--- config.mk ---
export PLATFORM = sky130hd
export DESIGN_NAME = if_fetch_stage
export DESIGN_NICKNAME = d
export VERILOG_FILES = /design/src/rtl/if_pkg.sv /design/src/rtl/if_out_buf.sv /design/src/rtl/if_fetch_stage.sv
export SDC_FILE = /design/constraint.sdc
export NUM_CORES = 1
export LEC_CHECK = 0
export CELL_PAD_IN_SITES_DETAIL_PLACEMENT = 1
export CELL_PAD_IN_SITES_GLOBAL_PLACEMENT = 1
export CORE_MARGIN = 5
export CORE_UTILIZATION = 30
export CTS_CLUSTER_DIAMETER = 100
export DETAILED_ROUTE_END_ITERATION = 6
export PLACE_DENSITY_LB_ADDON = 0.05
export RECOVER_POWER = 25
export SYNTH_ARGS = -nofsm -noshare
export SYNTH_HDL_FRONTEND = slang
export SYNTH_SLANG_ARGS = --single-unit
--- constraint.sdc ---
create_clock -name CLK -period 3.2 [get_ports CLK]
set_input_delay 0.48 -clock CLK [delete_from_list [all_inputs] [get_ports CLK]]
set_output_delay 0.48 -clock CLK [all_outputs]
set_load 0.05 [all_outputs]
--- src/rtl/if_pkg.sv ---
// if_pkg: shared state type and constants for the instruction-fetch stage
package if_pkg;
  typedef enum logic [1:0] {IDLE, REQ, WAIT} if_state_t;
  localparam logic [31:0] NOP_INSTR_DEF = 32'h0000_0000;
  localparam logic [31:0] RESET_PC_DEF = 32'h0000_0000;
  localparam int OPCODE_MSB = 31;
  localparam int OPCODE_LSB = 26;
  localparam int FUNCT_MSB = 5;
  localparam int FUNCT_LSB = 0;
  localparam logic [31:0] PC_STEP = 32'd4;
endpackage

--- src/rtl/if_out_buf.sv ---
// if_out_buf: single-entry instruction buffer feeding the IF/ID register
module if_out_buf
  import if_pkg::*;
#(
  parameter logic [31:0] NOP_INSTR = NOP_INSTR_DEF
) (
  input  logic        clk,
  input  logic        rst_n,
  input  logic        load,
  input  logic        consume,
  input  logic        flush,
  input  logic [31:0] load_instr,
  input  logic [31:0] load_pc,
  output logic [31:0] instruct,
  output logic [31:0] next_pc,
  output logic        valid
);
  // flush beats load, load beats consume; next_pc is only ever rewritten by a load
  always_ff @(posedge clk or negedge rst_n) begin
    if (!rst_n) begin
      valid <= 1'b0;
      instruct <= NOP_INSTR;
      next_pc <= '0;
    end else if (flush || (consume && !load)) begin
      valid <= 1'b0;
      instruct <= NOP_INSTR;
    end else if (load) begin
      valid <= 1'b1;
      instruct <= load_instr;
      next_pc <= load_pc;
    end
  end
endmodule

--- src/rtl/if_fetch_stage.sv ---
// if_fetch_stage: PC + single-outstanding imem fetch FSM with stall/redirect handling
// Define IF_PERF_CNT_EN to add the perf_stall_cnt / perf_flush_cnt outputs.
module if_fetch_stage
  import if_pkg::*;
#(
  parameter logic [31:0] RESET_PC = RESET_PC_DEF,
  parameter logic [31:0] NOP_INSTR = NOP_INSTR_DEF
) (
  input  logic        CLK,
  input  logic        RST_N,
  input  logic        stall_i,
  input  logic        redirect_i,
  input  logic [31:0] redirect_PC,
  output logic        imem_req,
  output logic [31:0] imem_addr,
  input  logic        imem_rvalid,
  input  logic [31:0] imem_rdata,
  output logic [31:0] next_PC,
  output logic [31:0] instruct,
  output logic [5:0]  Opcode,
  output logic [5:0]  Funct,
  output logic        if_valid
`ifdef IF_PERF_CNT_EN
  ,
  output logic [31:0] perf_stall_cnt,
  output logic [31:0] perf_flush_cnt
`endif
);
  if_state_t state, state_nx;
  logic [31:0] pc, pc_nx;
  logic kill, kill_nx, load;
  always_ff @(posedge CLK or negedge RST_N) begin
    if (!RST_N) begin
      state <= IDLE;
      pc <= RESET_PC;
      kill <= 1'b0;
    end else begin
      state <= state_nx;
      pc <= pc_nx;
      kill <= kill_nx;
    end
  end
  // a response arriving while killed, or together with a redirect, is dropped
  always_comb begin
    state_nx = state;
    pc_nx = pc;
    kill_nx = kill;
    imem_req = 1'b0;
    load = 1'b0;
    case (state)
      IDLE: state_nx = REQ;
      REQ: begin
        imem_req = !redirect_i && (!if_valid || !stall_i);
        state_nx = imem_req ? WAIT : REQ;
      end
      WAIT: begin
        if (imem_rvalid) begin
          state_nx = REQ;
          kill_nx = 1'b0;
          load = !kill && !redirect_i;
          pc_nx = load ? pc + PC_STEP : pc;
        end else if (redirect_i) begin
          kill_nx = 1'b1;
        end
      end
      default: state_nx = IDLE;
    endcase
    if (redirect_i) pc_nx = redirect_PC & ~32'd3;
  end
  assign imem_addr = imem_req ? pc : '0;
  if_out_buf #(.NOP_INSTR(NOP_INSTR)) u_buf (
    .clk(CLK),
    .rst_n(RST_N),
    .load(load),
    .consume(if_valid && !stall_i),
    .flush(redirect_i),
    .load_instr(imem_rdata),
    .load_pc(pc + PC_STEP),
    .instruct(instruct),
    .next_pc(next_PC),
    .valid(if_valid)
  );
  assign Opcode = instruct[OPCODE_MSB:OPCODE_LSB];
  assign Funct = instruct[FUNCT_MSB:FUNCT_LSB];
`ifdef IF_PERF_CNT_EN
  always_ff @(posedge CLK or negedge RST_N) begin
    if (!RST_N) begin
      perf_stall_cnt <= '0;
      perf_flush_cnt <= '0;
    end else begin
      perf_stall_cnt <= perf_stall_cnt + {31'd0, if_valid && stall_i};
      perf_flush_cnt <= perf_flush_cnt + {31'd0, redirect_i};
    end
  end
`endif
endmodule

Word level (Yosys, flattened, before mapping)

Cells that the tools add are included.

Equality and inequality tests: 3
Mux-type cells: 17
Add/sub/neg operators: 1
Reduce and logical (&&, ||, !) cells: 19
Bitwise operators: 1

Operators with widths:

| cell                    | count |
|---|---|
| $mux W32                | 7 |
| $add A32 B3 Y32 const B | 1 |
| $reduce_bool A2 Y1      | 4 |
| $mux W1                 | 7 |
| $pmux W2 S3             | 1 |
| $logic_not A1 Y1        | 5 |
| $logic_and A1 B1 Y1     | 4 |
| $mux W2                 | 2 |
| $reduce_and A2 Y1       | 2 |
| $reduce_and A3 Y1       | 1 |
| $eq A2 B1 Y1 const B    | 1 |
| $eq A2 B2 Y1 const B    | 1 |
| $logic_not A2 Y1        | 1 |
| $logic_or A1 B1 Y1      | 2 |
| $ne A2 B2 Y1 const B    | 1 |
| $not A1 Y1              | 1 |

Register bits after elaboration: 100
Word-level logic and storage cells: 47

Depth between registers and ports, before layout

Gate-level depths: netlist of run 1.

Depth in word-level cells: 9
Depth in mapped cells: 7
Depth with buffers taken out: 5

By module

A second synthesis of run 1 with hierarchy kept.

Cell total of the unflattened synthesis: 554
Area total of the unflattened synthesis: 5439.0 µm²

Modules (own cells, without submodules):

| module         | seq. area each (µm²) | area each (µm²) | times used | cells an instance |
|---|---|---|---|---|
| if_out_buf     | 1626.6               | 2768.9          | 1          | 216 |
| if_fetch_stage | 825.8                | 2670.1          | 1          | 338 |

Worst setup path before layout of run 1

OpenSTA, ideal clock, no wires.

Path type: register -> output
Start: register u_buf.valid
End: output port imem_addr[22]
Setup slack: 634 ps
Cell stages (with the launch flop): 6
Data required time: 2720 ps
Arrival: 2086 ps
Cell sequence: dfrtp_1 -> nand2_1 -> nand3_1 -> nor2_1 -> clkbuf_1 -> and2_1

Word-level cells in the longest chain between the ends: 5

RTL lines:

| item                     | RTL line             | RTL |
|---|---|---|
| start: declaration       | if_out_buf.sv:16     | `output logic valid` |
| start signal: assignment | if_out_buf.sv:21     | `valid <= 1'b0;` |
| start signal: assignment | if_out_buf.sv:25     | `valid <= 1'b0;` |
| start signal: assignment | if_out_buf.sv:28     | `valid <= 1'b1;` |
| $logic_not A1 Y1         | if_fetch_stage.sv:53 | `imem_req = !redirect_i && (!if_valid \|\| !stall_i);` |
| $logic_or A1 B1 Y1       | if_fetch_stage.sv:53 |  |
| $logic_and A1 B1 Y1      | if_fetch_stage.sv:53 |  |
| $mux W1                  | if_fetch_stage.sv:50 | `case (state)` |
| net imem_req             | if_fetch_stage.sv:14 | `output logic imem_req,` |
| $mux W32                 | if_fetch_stage.sv:70 | `assign imem_addr = imem_req ? pc : '0;` |
| end: declaration         | if_fetch_stage.sv:15 | `output logic [31:0] imem_addr,` |

The timed path passes the listed nets, and every way through them passes these cells.

Final worst setup path of run 1

Start: input port stall_i
End: output port imem_addr[3]

Word-level cells in the longest chain between the ends: 5

RTL lines:

| item                | RTL line             | RTL |
|---|---|---|
| start: declaration  | if_fetch_stage.sv:11 | `input logic stall_i,` |
| $logic_not A1 Y1    | if_fetch_stage.sv:53 |  |
| $logic_or A1 B1 Y1  | if_fetch_stage.sv:53 |  |
| $logic_and A1 B1 Y1 | if_fetch_stage.sv:53 |  |
| $mux W1             | if_fetch_stage.sv:50 |  |
| $mux W32            | if_fetch_stage.sv:70 |  |

Every way passes these cells.

==> results of run 1 <==
==> layer usage <==
layer,vias up,share of wire
li1,2113,-
met1,2198,0.46
met2,131,0.46
met3,16,0.057
met4,0,0.017
met5,-,0
==> report_power, final <==
part	internal, mW	switching (mW)
sequential	1.47	0.212
clock	0.599	0.474
combinational	0.973	1.61
total	3.04	2.29
==> through the flow <==
step	util	setup WS, ns	area, sq um
final	0.459	0.469	7320
after global routing	0.459	0.292	7320
after CTS	0.460	0.457	7330
after detailed placement	0.442	0.359	7040
after global placement	0.442	0.428	7040
after floorplan	-	0.634	4890
==> registers in the layout, summed over array words and instances (netlist names) <==
signal and cells:
kill 1, u_buf.next_pc 30, pc 30, u_buf.valid 1, state 2, u_buf.instruct 32
==> worst paths after layout <==
kind                                      end               from  slack [ns]
max                              imem_addr[3]            stall_i        0.47
min                         u_buf.next_pc[19]  u_buf.next_pc[19]        0.48
max reg2reg                            pc[24]              pc[2]        0.64
min reg2reg                 u_buf.next_pc[19]  u_buf.next_pc[19]        0.48
max in group asynchronous   u_buf.next_pc[29]              RST_N        1.05
min in group asynchronous  u_buf.instruct[14]              RST_N        0.55
==> area by class of cell <==
cell class	count	share of cell area
clock buffer	9	0.0308
tap	216	0.0369
inverter	6	0.00308
timing repair buffer	186	0.292
multi-input combinational	355	0.300
clock inverter	6	0.00838
sequential	96	0.328
==> placed cells by master (no fill, tap or decap), drive strengths merged, types with 14 or more instances in the layout <==
| cell type | instances |
|---|---|
| o21ai | 37 |
| o31ai | 14 |
| nand3 | 20 |
| a31oi | 27 |
| or4 | 26 |
| a22o | 32 |
| clkdlybuf4s50 | 140 |
| buf | 44 |
| xnor2 | 18 |
| nor2 | 34 |
| nand2 | 47 |
| dfrtp | 96 |
| or3 | 15 |
| and2 | 27 |
==> logic make-up (layout without fill, tap and decap cells) <==
group	count (synthesis)	in the layout	share of synthesized area
other	1	4	0.000768
XOR/XNOR	21	21	0.0377
multiplexers	2	2	0.00410
adder cells (fa/ha/maj)	1	1	0.00256
AO/OA/AOI/OAI	126	126	0.175
flip-flops	96	96	0.492
AND/OR/NAND/NOR	201	201	0.225
buffers and inverters	60	207	0.0633
==> critical path: cells and delay by family <==
family | cells | cell delay [ns]
buffers and inverters | 3 | 0.85
and+or+nand+nor | 4 | 0.92
==> impl_metrics.prom, run 1 <==
# TYPE chip_impl_metric gauge
chip_impl_metric{name="number_of_cts_inserted_buffers",unit=""} 9
chip_impl_metric{name="timing.critical_path.required",unit="ns"} 2.72
chip_impl_info{name="synthDominantAreaCellType",value="sky130_fd_sc_hd__dfrtp_1"} 1
chip_impl_metric{name="max_slew.worst_pin.slew",unit="ns"} 1.68
chip_impl_metric{name="yosysUniqueCellTypes",unit=""} 44
chip_impl_metric{name="final-hold-violation-count",unit=""} 0
chip_impl_metric{name="multi_input_comb_area",unit="sq mm"} 0.00220
chip_impl_metric{name="last_weighted_congestion_value_of_the_routability_driven_placer",unit=""} 0.794
chip_impl_metric{name="num_rows",unit=""} 46
chip_impl_metric{name="layout.area.seq",unit="sq mm"} 0.00240
chip_impl_metric{name="n_fill_cell",unit=""} 1779
chip_impl_metric{name="syn-cell-area",unit="sq mm"} 0.00488
chip_impl_metric{name="buffer_levels_on_the_longest_clock_path",unit=""} 2
chip_impl_metric{name="cts_resized",unit=""} 0
chip_impl_metric{name="p_per_area",unit="mW/mm^2"} 729
chip_impl_metric{name="dp_hpwl",unit="microns"} 11500
chip_impl_info{name="outcome",value="finished, violations left"} 1
chip_impl_metric{name="fin_skew",unit="ns"} 0.00627
chip_impl_metric{name="worst_skew_pair_latency",unit="ns"} 0.34
chip_impl_metric{name="dieWidth",unit="microns"} 138
chip_impl_metric{name="power.leakage",unit="nW"} 2.88
chip_impl_info{name="grt_setup_unrepaired",value="false"} 1
chip_impl_metric{name="grt_first_pass_wirelength",unit="microns"} 25200
chip_impl_metric{name="number_of_hold_buffers_added_after_cts",unit=""} 0
chip_impl_metric{name="setup_viol",unit=""} 0
chip_impl_info{name="global_route.peak_usage_layer",value="met2"} 1
chip_impl_metric{name="grt.overflow.total",unit=""} 0
chip_impl_metric{name="grt_start_max_net_pins",unit=""} 63
chip_impl_metric{name="first_global_vias",unit=""} 4636
chip_impl_metric{name="worstHoldPathCells",unit=""} 2
chip_impl_metric{name="global_route.usage.met2",unit=""} 0.271
chip_impl_metric{name="num_vias",unit=""} 4458
chip_impl_metric{name="synth-edff-count",unit=""} 0
chip_impl_metric{name="io_pins",unit=""} 179
chip_impl_metric{name="worst_r2r_path_depth",unit=""} 5
chip_impl_metric{name="fmax",unit="GHz"} 0.366
chip_impl_metric{name="yosysTopAreaCellShare",unit=""} 0.492
chip_impl_metric{name="power.ir.vdd_worst",unit="mV"} 0.330
chip_impl_info{name="worstSetupPathType",value="primary input to primary output"} 1
chip_impl_info{name="synth_most_common_cell",value="sky130_fd_sc_hd__dfrtp_1"} 1
chip_impl_metric{name="initial_antenna_violation_count",unit=""} 0
chip_impl_metric{name="tritoncts_num_sinks",unit=""} 96
chip_impl_info{name="synth_top_flop_cell",value="sky130_fd_sc_hd__dfrtp_1"} 1
chip_impl_metric{name="total_power",unit="mW"} 5.33
chip_impl_metric{name="area_growth",unit="%"} 49.9
chip_impl_metric{name="finalWorstPathRequiredPeriod",unit="ns"} 2.73
chip_impl_metric{name="final.setup.tns",unit="ns"} 0
chip_impl_metric{name="initial_drc_count",unit=""} 140
chip_impl_metric{name="clk_pin_slew",unit="ns"} 0.07
chip_impl_info{name="yosys-top-cells-area",value="sky130_fd_sc_hd__dfrtp_1, sky130_fd_sc_hd__a22o_1, sky130_fd_sc_hd__o21ai_0"} 1
chip_impl_metric{name="drt-vias-per-instance",unit=""} 5.10
chip_impl_metric{name="synth-warning-count",unit=""} 0
chip_impl_metric{name="detail_route.drc_violations",unit=""} 0
chip_impl_metric{name="floorplan.die_area",unit="sq mm"} 0.0189
chip_impl_info{name="cts_tree",value="built"} 1
chip_impl_info{name="critPathSlowestCell",value="sky130_fd_sc_hd__nor2_2"} 1
chip_impl_metric{name="worstPathMaxFanout",unit=""} 10
chip_impl_metric{name="max_h_tree_level",unit=""} 3
chip_impl_metric{name="drive_gt1_frac",unit=""} 0.103
chip_impl_metric{name="share_of_synthesized_area_occupied_by_flip_flops_and_latches",unit=""} 0.492
chip_impl_metric{name="met1_usage",unit=""} 0.231
chip_impl_metric{name="worstPathArrival",unit="ns"} 2.25
chip_impl_info{name="timing.critical_path.to_type",value="primary output"} 1
chip_impl_metric{name="grt_usage",unit=""} 0.169
chip_impl_metric{name="syn-mean-instance-area",unit="sq um"} 9.61
chip_impl_info{name="synth.cells.most_frequent",value="sky130_fd_sc_hd__dfrtp_1, sky130_fd_sc_hd__nand2_1, sky130_fd_sc_hd__o21ai_0, sky130_fd_sc_hd__nor2_1, sky130_fd_sc_hd__a22o_1"} 1
chip_impl_metric{name="floorplan.initialDensity",unit=""} 0.306
chip_impl_metric{name="finish.cell_count_without_fillers",unit=""} 874
chip_impl_metric{name="postCtsSetupBuffers",unit=""} 0
chip_impl_metric{name="floorplan.core_area",unit="sq mm"} 0.0159
chip_impl_metric{name="final_min_period_over_clock_period",unit=""} 0.853
chip_impl_metric{name="fin_nets",unit=""} 724
chip_impl_info{name="failing_checks",value="capacitance limit, slew limit"} 1
chip_impl_metric{name="io_buffer_count",unit=""} 172
chip_impl_metric{name="die_height",unit="microns"} 138
chip_impl_metric{name="dr.pass1.iters",unit=""} 4
chip_impl_info{name="cts.root.buffer_cell",value="sky130_fd_sc_hd__clkbuf_16"} 1
chip_impl_metric{name="diodes",unit=""} 0
chip_impl_metric{name="asyncSetResetFlopFracSynth",unit=""} 1.00
chip_impl_metric{name="place_inst",unit=""} 859
chip_impl_metric{name="postSynthRegisterBits",unit=""} 96
chip_impl_metric{name="slew_headroom",unit=""} -0.118
chip_impl_metric{name="drv.max_cap_violation_count",unit=""} 1
chip_impl_metric{name="synth_cells",unit=""} 508
chip_impl_metric{name="gr-usage-met3",unit=""} 0.0310
chip_impl_info{name="crit_chain",value="clkdlybuf4s50_1 > nand2_1 > nand3_1 > nor2_2 > buf_4 > and2_1 > buf_12"} 1
chip_impl_metric{name="wire_per_inst",unit="microns"} 18.3
chip_impl_info{name="hp-class",value="register to register"} 1
chip_impl_metric{name="cpPeakStageDelay",unit="ns"} 0.44
chip_impl_metric{name="detail-route-antenna-nets",unit=""} 0
chip_impl_metric{name="detail_route.wirelength",unit="microns"} 16000
chip_impl_info{name="startpoint_type",value="primary input"} 1
chip_impl_metric{name="finalMaxSlewViolations",unit=""} 63
chip_impl_metric{name="final.hold.worst_slack",unit="ns"} 0.479
No activity file was read; power rests on OpenSTA's default activity.
==> inputs of run 2 (changes only) <==
Settings changed: CORE_MARGIN 5 to unset, MAX_ROUTING_LAYER set to met4.
==> impl_metrics.prom, run 2 (synthesized netlist as in run 1, its figures left out) <==
# TYPE chip_impl_metric gauge
chip_impl_metric{name="worst_skew_pair_latency",unit="ns"} 0.35
chip_impl_metric{name="timing.critical_path.required",unit="ns"} 2.72
chip_impl_metric{name="slew_headroom",unit=""} -0.00116
chip_impl_metric{name="power.ir.vdd_worst",unit="mV"} 0.357
chip_impl_metric{name="dieWidth",unit="microns"} 130
chip_impl_metric{name="worst_r2r_path_depth",unit=""} 5
chip_impl_metric{name="fin_skew",unit="ns"} 0.00807
chip_impl_metric{name="die_height",unit="microns"} 130
chip_impl_metric{name="worstPathArrival",unit="ns"} 2.23
chip_impl_metric{name="grt_start_max_net_pins",unit=""} 58
chip_impl_info{name="top_register",value="u_buf.instruct"} 1
chip_impl_metric{name="share_comb_of_total_power",unit=""} 0.470
chip_impl_info{name="final_common_cell",value="sky130_fd_sc_hd__clkdlybuf4s50_1"} 1
chip_impl_metric{name="floorplan.die_area",unit="sq mm"} 0.0168
chip_impl_metric{name="detail_route.drc_violations",unit=""} 0
chip_impl_metric{name="number_of_hold_buffers_added_after_cts",unit=""} 0
chip_impl_metric{name="place_inst",unit=""} 859
chip_impl_metric{name="drt-vias-per-instance",unit=""} 5.05
chip_impl_metric{name="clk_pin_slew",unit="ns"} 0.07
chip_impl_metric{name="first_global_vias",unit=""} 4460
chip_impl_metric{name="max_h_tree_level",unit=""} 3
chip_impl_metric{name="final.setup.tns",unit="ns"} 0
chip_impl_metric{name="internal",unit="mW"} 3.13
chip_impl_info{name="cts_tree",value="built"} 1
chip_impl_metric{name="final_min_period_over_clock_period",unit=""} 0.847
chip_impl_info{name="startpoint_type",value="primary input"} 1
chip_impl_metric{name="detail_route.wirelength",unit="microns"} 15500
chip_impl_metric{name="pwr-share-seq",unit=""} 0.312
chip_impl_metric{name="cts_resized",unit=""} 0
chip_impl_metric{name="p_per_area",unit="mW/mm^2"} 738
chip_impl_metric{name="area_growth",unit="%"} 50.7
chip_impl_metric{name="fin_nets",unit=""} 724
chip_impl_info{name="grt_setup_unrepaired",value="false"} 1
chip_impl_metric{name="grt_first_pass_wirelength",unit="microns"} 24500
chip_impl_metric{name="final-hold-violation-count",unit=""} 0
chip_impl_metric{name="worstPathMaxFanout",unit=""} 11
chip_impl_metric{name="finish.cell_count_without_fillers",unit=""} 875
chip_impl_metric{name="finalWorstPathRequiredPeriod",unit="ns"} 2.71
chip_impl_metric{name="floorplan.core_area",unit="sq mm"} 0.0159
chip_impl_metric{name="max_slew.worst_pin.slew",unit="ns"} 1.50
chip_impl_metric{name="postCtsSetupBuffers",unit=""} 0
chip_impl_metric{name="finalMaxSlewViolations",unit=""} 38
chip_impl_metric{name="wire_per_inst",unit="microns"} 17.7
chip_impl_metric{name="drv.max_cap_violation_count",unit=""} 1
chip_impl_metric{name="initial_antenna_violation_count",unit=""} 0
chip_impl_info{name="outcome",value="finished, violations left"} 1
chip_impl_metric{name="tritoncts_num_sinks",unit=""} 96
chip_impl_info{name="cts.root.buffer_cell",value="sky130_fd_sc_hd__clkbuf_16"} 1
chip_impl_info{name="hp-class",value="primary input to asynchronous set/reset pin"} 1
chip_impl_info{name="layout.cells.most_common_list",value="sky130_fd_sc_hd__clkdlybuf4s50_1, sky130_fd_sc_hd__dfrtp_1, sky130_fd_sc_hd__nand2_1, sky130_fd_sc_hd__o21ai_0"} 1
chip_impl_info{name="timing.critical_path.to_type",value="primary output"} 1
chip_impl_metric{name="num_vias",unit=""} 4415
chip_impl_metric{name="dp_hpwl",unit="microns"} 10800
chip_impl_metric{name="dr.pass1.iters",unit=""} 4
chip_impl_metric{name="clkPwrFrac",unit=""} 0.218
chip_impl_metric{name="grt_usage",unit=""} 0.197
chip_impl_metric{name="largest_reg_flops",unit=""} 32
chip_impl_metric{name="number_of_cts_inserted_buffers",unit=""} 9
chip_impl_metric{name="diodes",unit=""} 0
chip_impl_metric{name="drive_gt1_frac",unit=""} 0.103
chip_impl_metric{name="detail-route-antenna-nets",unit=""} 0
chip_impl_metric{name="last_weighted_congestion_value_of_the_routability_driven_placer",unit=""} 0.833
chip_impl_metric{name="power.net_switching",unit="mW"} 2.30
chip_impl_metric{name="io_buffer_count",unit=""} 172
chip_impl_info{name="failing_checks",value="capacitance limit, slew limit"} 1
chip_impl_metric{name="num_rows",unit=""} 46
chip_impl_info{name="worstSetupPathType",value="primary input to primary output"} 1
chip_impl_info{name="biggest_registers_after_layout",value="u_buf.instruct: 32 flops, pc: 30 flops, u_buf.next_pc: 30 flops"} 1
chip_impl_metric{name="grt.overflow.total",unit=""} 0
chip_impl_metric{name="n_fill_cell",unit=""} 1774
chip_impl_metric{name="setup_viol",unit=""} 0
chip_impl_metric{name="switching_power_as_a_share_of_total_power",unit=""} 0.424
chip_impl_metric{name="initial_drc_count",unit=""} 211
chip_impl_metric{name="buffer_levels_on_the_longest_clock_path",unit=""} 2
chip_impl_metric{name="io_pins",unit=""} 179
chip_impl_metric{name="floorplan.initialDensity",unit=""} 0.307
chip_impl_metric{name="fmax",unit="GHz"} 0.369
chip_impl_metric{name="power.leakage",unit="nW"} 2.89
[run 2: changes by cell type in the layout (fill, tap and decap cells not counted), sizes merged]
| cell | change |
|---|---|
| clkinvlp | -1 |
| buf | -1 |
| clkinv | -2 |
| clkbuf | +5 |
[run 2: area by class of cell]
cell class | instances | area (sq um) | area share
well taps | 216 | 270 | 0.0367
clock inverters | 3 | 47.5 | 0.00646
flip-flops and latches | 96 | 2400 | 0.327
repair buffers | 186 | 2140 | 0.290
inverters | 6 | 22.5 | 0.00306
multi-input cells | 355 | 2200 | 0.299
clock buffers | 13 | 280 | 0.0381
[run 2: critical path: stages]
cell and delay, ns:
sky130_fd_sc_hd__clkdlybuf4s50_1 0.43, sky130_fd_sc_hd__nand2_1 0.09, sky130_fd_sc_hd__nand3_1 0.17, sky130_fd_sc_hd__nor2_2 0.40
sky130_fd_sc_hd__buf_4 0.29, sky130_fd_sc_hd__and2_1 0.20, sky130_fd_sc_hd__buf_12 0.15
[run 2: through the flow]
step | area (sq um) | hold slack, ns | total power [mW] | utilization | setup slack (ns)
3_5_place_dp | 7040 | 0.473 | 4.30 | 0.443 | 0.442
4_1_cts | 7370 | 0.235 | 5.50 | 0.464 | 0.435
3_3_place_gp | 7040 | 0.463 | 4.26 | 0.443 | 0.467
2_1_floorplan | 4890 | 0.184 | 3.17 | - | 0.634
6_report | 7360 | 0.470 | 5.43 | 0.463 | 0.490
5_1_grt | 7360 | 0.510 | 5.68 | 0.463 | 0.293
[run 2: path summary, 6_finish.rpt]
check                      slack, ns               from            endpoint
min reg2reg                     0.48  u_buf.next_pc[19]   u_buf.next_pc[19]
min                             0.47              RST_N  u_buf.instruct[22]
max                             0.49            stall_i       imem_addr[30]
max reg2reg                     0.77              pc[5]              pc[26]
max in group asynchronous       1.30              RST_N   u_buf.next_pc[22]
min in group CLK                0.48  u_buf.next_pc[19]   u_buf.next_pc[19]
[run 2: per-layer routing]
metal | share of wire | up-vias | global-route usage
met3 | 0.046 | 16 | 0.0314
met1 | 0.47 | 2172 | 0.255
met4 | 0.015 | 0 | 0.0650
li1 | - | 2106 | -
met5 | 0 | - | -
met2 | 0.47 | 121 | 0.313
[run 2: power by group through the flow]
| stage | Combinational, mW | Sequential, mW | Clock (mW) |
|---|---|---|---|
| 2_1_floorplan | 0.795 | 2.37 | 0 |
| 3_3_place_gp | 2.55 | 1.71 | 0 |
| 3_5_place_dp | 2.58 | 1.72 | 0 |
| 4_1_cts | 2.59 | 1.70 | 1.21 |
| 5_1_grt | 2.69 | 1.73 | 1.26 |
| 6_report | 2.56 | 1.69 | 1.18 |
